[config.mk]
export PLATFORM = sky130hd
export DESIGN_NAME = me_control_param
export DESIGN_NICKNAME = d
export VERILOG_FILES = /design/src/rtl/me_pkg.sv /design/src/rtl/me_addr_gen.sv /design/src/rtl/me_control_param.sv
export SDC_FILE = /design/constraint.sdc
export NUM_CORES = 1
export LEC_CHECK = 0
export CAP_MARGIN = 10
export CORE_MARGIN = 4
export CORE_UTILIZATION = 43
export DETAILED_ROUTE_END_ITERATION = 7
export PLACE_DENSITY = 0.93
export SYNTH_ARGS = -nofsm -noshare
export SYNTH_HDL_FRONTEND = slang
export SYNTH_HIERARCHICAL = 1
export SYNTH_SLANG_ARGS = --single-unit
[constraint.sdc]
create_clock -name clock -period 8.4 [get_ports clock]
set_input_delay 1.68 -clock clock [delete_from_list [all_inputs] [get_ports clock]]
set_output_delay 1.68 -clock clock [all_outputs]
set_load 0.03 [all_outputs]
[src/rtl/me_pkg.sv]
// Shared types, default geometry and width helper for the motion-estimation sequencer.
package me_pkg;

  typedef enum logic [1:0] {IDLE, RUN, DONE} me_state_e;

  localparam int unsigned DEF_N      = 16;
  localparam int unsigned DEF_V      = 16;
  localparam int unsigned DEF_OFFSET = 7;
  localparam int unsigned DEF_VEC_W  = 4;

  // Bits needed to index 'value' entries; never narrower than one bit.
  function automatic int unsigned me_width(input int unsigned value);
    return (value <= 2) ? 1 : $clog2(value);
  endfunction

endpackage

[src/rtl/me_addr_gen.sv]
// Combinational decode of the sequencer count into memory addresses and the motion vector.
module me_addr_gen
  import me_pkg::*;
#(
  parameter  int unsigned N      = DEF_N,
  parameter  int unsigned V      = DEF_V,
  parameter  int unsigned OFFSET = DEF_OFFSET,
  parameter  int unsigned VEC_W  = DEF_VEC_W,
  localparam int unsigned LOG2N  = me_width(N),
  localparam int unsigned LAST   = V * N * N + N,
  localparam int unsigned CW     = me_width(LAST + 1),
  localparam int unsigned VYW    = CW - 2 * LOG2N,
  localparam int unsigned S1W    = me_width(2 * N * (V + N)),
  localparam int unsigned S2W    = me_width(N * (V + N))
) (
  input  logic [CW-1:0]      count,
  output logic [2*LOG2N-1:0] AddressR,
  output logic [S1W-1:0]     AddressS1,
  output logic [S2W-1:0]     AddressS2,
  output logic [VEC_W-1:0]   VectorX,
  output logic [VEC_W-1:0]   VectorY
);

  logic [LOG2N-1:0] col;
  logic [LOG2N-1:0] row;
  logic [VYW-1:0]   vy;
  logic [31:0]      line;

  assign col  = count[LOG2N-1:0];
  assign row  = count[2*LOG2N-1:LOG2N];
  assign vy   = count[CW-1:2*LOG2N];
  // Search-window line: vertical offset plus row inside the reference block.
  assign line = 32'(vy) + 32'(row);

  assign AddressR  = count[2*LOG2N-1:0];
  assign AddressS1 = S1W'((line << (LOG2N + 1)) + 32'(col));
  assign AddressS2 = S2W'((line << LOG2N) + 32'(col));
  assign VectorX   = VEC_W'(32'(col) - OFFSET);
  assign VectorY   = VEC_W'(32'(vy) - OFFSET);

endmodule

[src/rtl/me_control_param.sv]
// Parametrised full-search motion-estimation sequencer: FSM, pixel counter and PE strobes.
// Optional stall input enabled by defining ME_STALL_EN.
module me_control_param
  import me_pkg::*;
#(
  parameter  int unsigned N      = DEF_N,
  parameter  int unsigned V      = DEF_V,
  parameter  int unsigned OFFSET = DEF_OFFSET,
  parameter  int unsigned VEC_W  = DEF_VEC_W,
  localparam int unsigned LOG2N  = me_width(N),
  localparam int unsigned LAST   = V * N * N + N,
  localparam int unsigned CW     = me_width(LAST + 1),
  localparam int unsigned S1W    = me_width(2 * N * (V + N)),
  localparam int unsigned S2W    = me_width(N * (V + N))
) (
  input  logic               clock,
  input  logic               reset,
  input  logic               start,
`ifdef ME_STALL_EN
  input  logic               stall,
`endif
  output logic [N-1:0]       S1S2mux,
  output logic [N-1:0]       NewDist,
  output logic               CompStart,
  output logic [N-1:0]       PEready,
  output logic [VEC_W-1:0]   VectorX,
  output logic [VEC_W-1:0]   VectorY,
  output logic [2*LOG2N-1:0] AddressR,
  output logic [S1W-1:0]     AddressS1,
  output logic [S2W-1:0]     AddressS2,
  output logic               busy,
  output logic               done
);

  localparam logic [CW-1:0] LastCount = CW'(LAST);
  localparam logic [CW-1:0] BlockSize = CW'(N * N);

  me_state_e     state_q, state_d;
  logic [CW-1:0] count_q, count_d;
  logic          stalled;
  logic          first_px;
  logic          comp_on;

`ifdef ME_STALL_EN
  assign stalled = stall && (state_q == RUN);
`else
  assign stalled = 1'b0;
`endif

  always_ff @(posedge clock or posedge reset) begin
    if (reset) begin
      state_q <= IDLE;
      count_q <= '0;
    end else begin
      state_q <= state_d;
      count_q <= count_d;
    end
  end

  always_comb begin
    state_d = state_q;
    count_d = count_q;
    if (!start) begin
      // Dropping start aborts or acknowledges completion; it overrides any stall.
      state_d = IDLE;
      count_d = '0;
    end else begin
      unique case (state_q)
        IDLE: begin
          state_d = RUN;
          count_d = CW'(1);
        end
        RUN: begin
          if (!stalled) begin
            if (count_q == LastCount) begin
              state_d = DONE;
            end else begin
              count_d = count_q + CW'(1);
            end
          end
        end
        DONE: begin
          state_d = DONE;
        end
        default: begin
          state_d = IDLE;
          count_d = '0;
        end
      endcase
    end
  end

  assign first_px = (count_q[2*LOG2N-1:0] == (2 * LOG2N)'(1)) && (state_q != IDLE);
  assign comp_on  = (count_q >= BlockSize);

  // Strobes are masked while stalled so a frozen count never repeats a pulse.
  assign NewDist   = {N{first_px && !stalled}};
  assign PEready   = {N{first_px && comp_on && !stalled}};
  assign CompStart = comp_on && !stalled;

  always_comb begin
    S1S2mux = '0;
    for (int i = 0; i < N; i++) begin
      S1S2mux[i] = (count_q[LOG2N-1:0] > LOG2N'(i));
    end
  end

  assign busy = (state_q == RUN);
  assign done = (state_q == DONE);

  me_addr_gen #(
    .N      (N),
    .V      (V),
    .OFFSET (OFFSET),
    .VEC_W  (VEC_W)
  ) u_addr_gen (
    .count     (count_q),
    .AddressR  (AddressR),
    .AddressS1 (AddressS1),
    .AddressS2 (AddressS2),
    .VectorX   (VectorX),
    .VectorY   (VectorY)
  );

endmodule

==> flow_metrics.py <==
metrics = {
    "outcome": {
        "status": "finished clean",
    },
    "clock_tree": {
        "clockBufferDepth": 2,
        "htree_levels": 1,
        "hold_buffers": 0,
        "clkTransAtPathRegs_ns": 0.07,
        "root_buffer": "clkbuf_8",
        "clkLatencyLatePin_ns": 0.26,
        "cts_setup_buffers": 0,
        "cts_buffers": 3,
        "cts_sinks": 15,
        "ctsResizeCount": 0,
        "tritoncts": "yes",
    },
    "logic_synthesis": {
        "yosys_most_used_dff": "dfrtp_1",
        "synth_edf_count": 0,
        "synth-async-reset-ratio_pct": 100.0,
        "syn_nets": 228,
        "netlist_area_sq_um": 1718,
        "synth_top_area_cell": "buf_4",
        "yosysMostFrequentCell": "buf_4",
        "yosysSeqAreaShare_pct": 21.85,
        "synthTopCellsByArea": "buf_4, dfrtp_1, ha_1, nor2_1, inv_1",
        "synth_commonest_cells": "buf_4, nor2_1, inv_1, dfrtp_1, ha_1",
        "synth_top_area_share_pct": 23.60,
        "synth.distinct_cells": 38,
        "ys_seq_elements": 15,
        "yosysWarnings": 6,
        "postSynthAreaPerCell_sq_um": 8.142,
        "syn_inst": 211,
    },
    "floorplan": {
        "dieArea_sq_um": 5070,
        "io_pins": 89,
        "die_w_um": 71.21,
        "die_h_um": 71.21,
        "row_count": 22,
        "start_util_pct": 45.55,
        "core_sq_um": 3771,
    },
    "sta": {
        "final_hold_viol_count": 0,
        "tightest_slew_ns": 0.6701,
        "tns_ns": 0,
        "timing.final.ws_setup_ns": 3.635,
        "slew_headroom_pct": 55.02,
        "clock.fmax_mhz": 209.9,
        "drv_slew": 0,
        "period_share_pct": 56.73,
        "rsz0062_at_grt": "false",
        "timing.final.crit_period_ns": 4.765,
        "setup_viol": 0,
        "skew_ns": 0.01157,
    },
    "global_routing": {
        "busiest_layer": "met2",
        "grt_max_degree": 19,
        "grt_first_pass_wirelength_um": 6851,
        "use_met2_pct": 28.47,
        "grt_util_met3_pct": 4.830,
        "antenna_found_initial": 0,
        "grt_pass1_vias": 1367,
        "grtUsageMet1_pct": 19.57,
        "grt_overflow": 0,
        "grtUsageTotal_pct": 16.19,
    },
    "routing": {
        "drtIter0Drc": 97,
        "wirelength_um": 4091,
        "num_vias": 1461,
        "vias_per_cell": 5.038,
        "antenna_left": 0,
        "drt_pass1_iterations": 4,
        "post-route-drc-count": 0,
        "wl_per_cell_um": 14.11,
    },
    "setup_path": {
        "end_kind": "output pin",
        "cp_data_required_time_ns": 6.72,
        "arrival_ns": 3.08,
        "critical_path.startpoint_type": "flip-flop",
        "reg2reg_slack_ns": 6.18,
        "crit_type": "flip-flop to output pin",
        "crit_fanout": 18,
    },
    "place": {
        "place_inst": 286,
        "dp_hpwl_um": 3190,
        "place.gp.congestion": 0.8127,
        "pre_cts_slack_ns": 3.887,
        "placed_cell_area_sq_um": 2218,
        "port_buffers": 86,
    },
    "pwr": {
        "switching_share_pct": 50.87,
        "intPower_w": 0.0002479,
        "p_leak_nw": 0.9693,
        "p_sw_w": 0.0002567,
        "power_density_nw_per_um2": 222.8,
        "ir_worst_vdd_mv": 0.09556,
        "pwr-share-seq_pct": 18.9,
        "clkPwrFrac_pct": 11.9,
        "p_comb_share_pct": 69.2,
    },
    "finish": {
        "synthToLayoutAreaGrowth_pct": 31.83,
        "fin_cells": 290,
        "nNetsFinal": 260,
        "fin_area_sq_um": 2265,
        "layout-drive-gt1-share_pct": 5.372,
        "num_antenna_cells": 0,
    },
    "min_path": {
        "hp-class": "flip-flop to flip-flop",
    },
    "run": {
        "cap_viol_max_count": 0,
    },
}
==> per-layer routing <==
| layer | wire length [um] | share of wire (%) |
|---|---|---|
| met5 | 0 | 0 |
| met1 | 1598 | 39 |
| met4 | 31 | 0.76 |
| met2 | 2031 | 50 |
| met3 | 430 | 11 |
==> cell usage in the layout (no fill, tap or decap), types with 2 or more instances in the layout <==
cell,instances
a21o_1,5
a21oi_1,5
a21oi_2,2
a31oi_1,2
and2_1,2
clkbuf_8,3
clkdlybuf4s50_1,86
conb_1,2
dfrtp_1,15
ha_1,13
inv_1,17
mux2i_1,4
nand2_1,9
nand2b_1,3
nand3_1,6
nand4_1,4
nor2_1,18
nor3_1,5
nor4_1,4
nor4b_1,2
o21ai_0,2
or2_2,3
or4_1,2
xnor2_1,7
xor2_1,6
==> state kept, by name, indices dropped and copies added (netlist names) <==
register and flops:
state_q 2, count_q 13
==> layout make-up <==
cell class	instances	area, sq um
fillers	330	1506
repair buffers	87	868.3
multi-input cells	119	850.8
flip-flops and latches	15	375.4
inverters	17	63.81
well taps	48	60.06
clock buffers	3	41.29
clock inverters	1	5.005
==> cell families after synthesis <==
logic type,Yosys count,share of synthesized area [%]
other,2,0.4372
adder cells (fa/ha/maj),14,10.63
XOR/XNOR,13,6.628
AND/OR/NAND/NOR,64,20.39
buffers and inverters,77,28.62
multiplexers,4,2.331
AO/OA/AOI/OAI,22,9.105
flip-flops,15,21.85
==> through the flow <==
| step | total power [W] | utilization (%) | hold slack, ns |
|---|---|---|---|
| after floorplan | 0.0003668 | - | 0.5125 |
| after global placement | 0.0004398 | 58.83 | 0.5344 |
| after detailed placement | 0.0004472 | 58.83 | 0.5616 |
| after CTS | 0.0005085 | 60.05 | 0.5750 |
| after global routing | 0.0005342 | 60.05 | 0.6233 |
| final | 0.0005046 | 60.05 | 0.5643 |
==> path summary, 6_finish.rpt <==
check	cells after the start	to	start
worst max-delay path	5	PEready[4]	count_q[2]$_DFFE_PP0P_
worst min-delay path	2	state_q[1]$_DFFE_PP0P_	state_q[1]$_DFFE_PP0P_
worst max register to register	4	state_q[0]$_DFFE_PP0P_	count_q[2]$_DFFE_PP0P_
worst min register to register	2	state_q[1]$_DFFE_PP0P_	state_q[1]$_DFFE_PP0P_
max in group asynchronous	2	count_q[9]$_DFFE_PP0P_	reset
min in group asynchronous	2	count_q[0]$_DFFE_PP0P_	reset
==> critical path, cell delays in order (launching register included) <==
cell             delay, ns
dfrtp_1               0.57
or4_4                 0.63
nor3_1                0.19
buf_4                 0.22
and2_1                0.44
clkdlybuf4s50_1       0.76
==> power groups by stage <==
| stage | Clock [W] | Combinational, W | Sequential, W |
|---|---|---|---|
| after floorplan | 0 | 0.000275 | 0.0000916 |
| after global placement | 0 | 0.000344 | 0.0000959 |
| after detailed placement | 0 | 0.000351 | 0.0000964 |
| after CTS | 0.0000615 | 0.000352 | 0.0000950 |
| after global routing | 0.0000649 | 0.000371 | 0.0000980 |
| final | 0.0000602 | 0.000349 | 0.0000951 |
(Power assumes the default switching activity.)
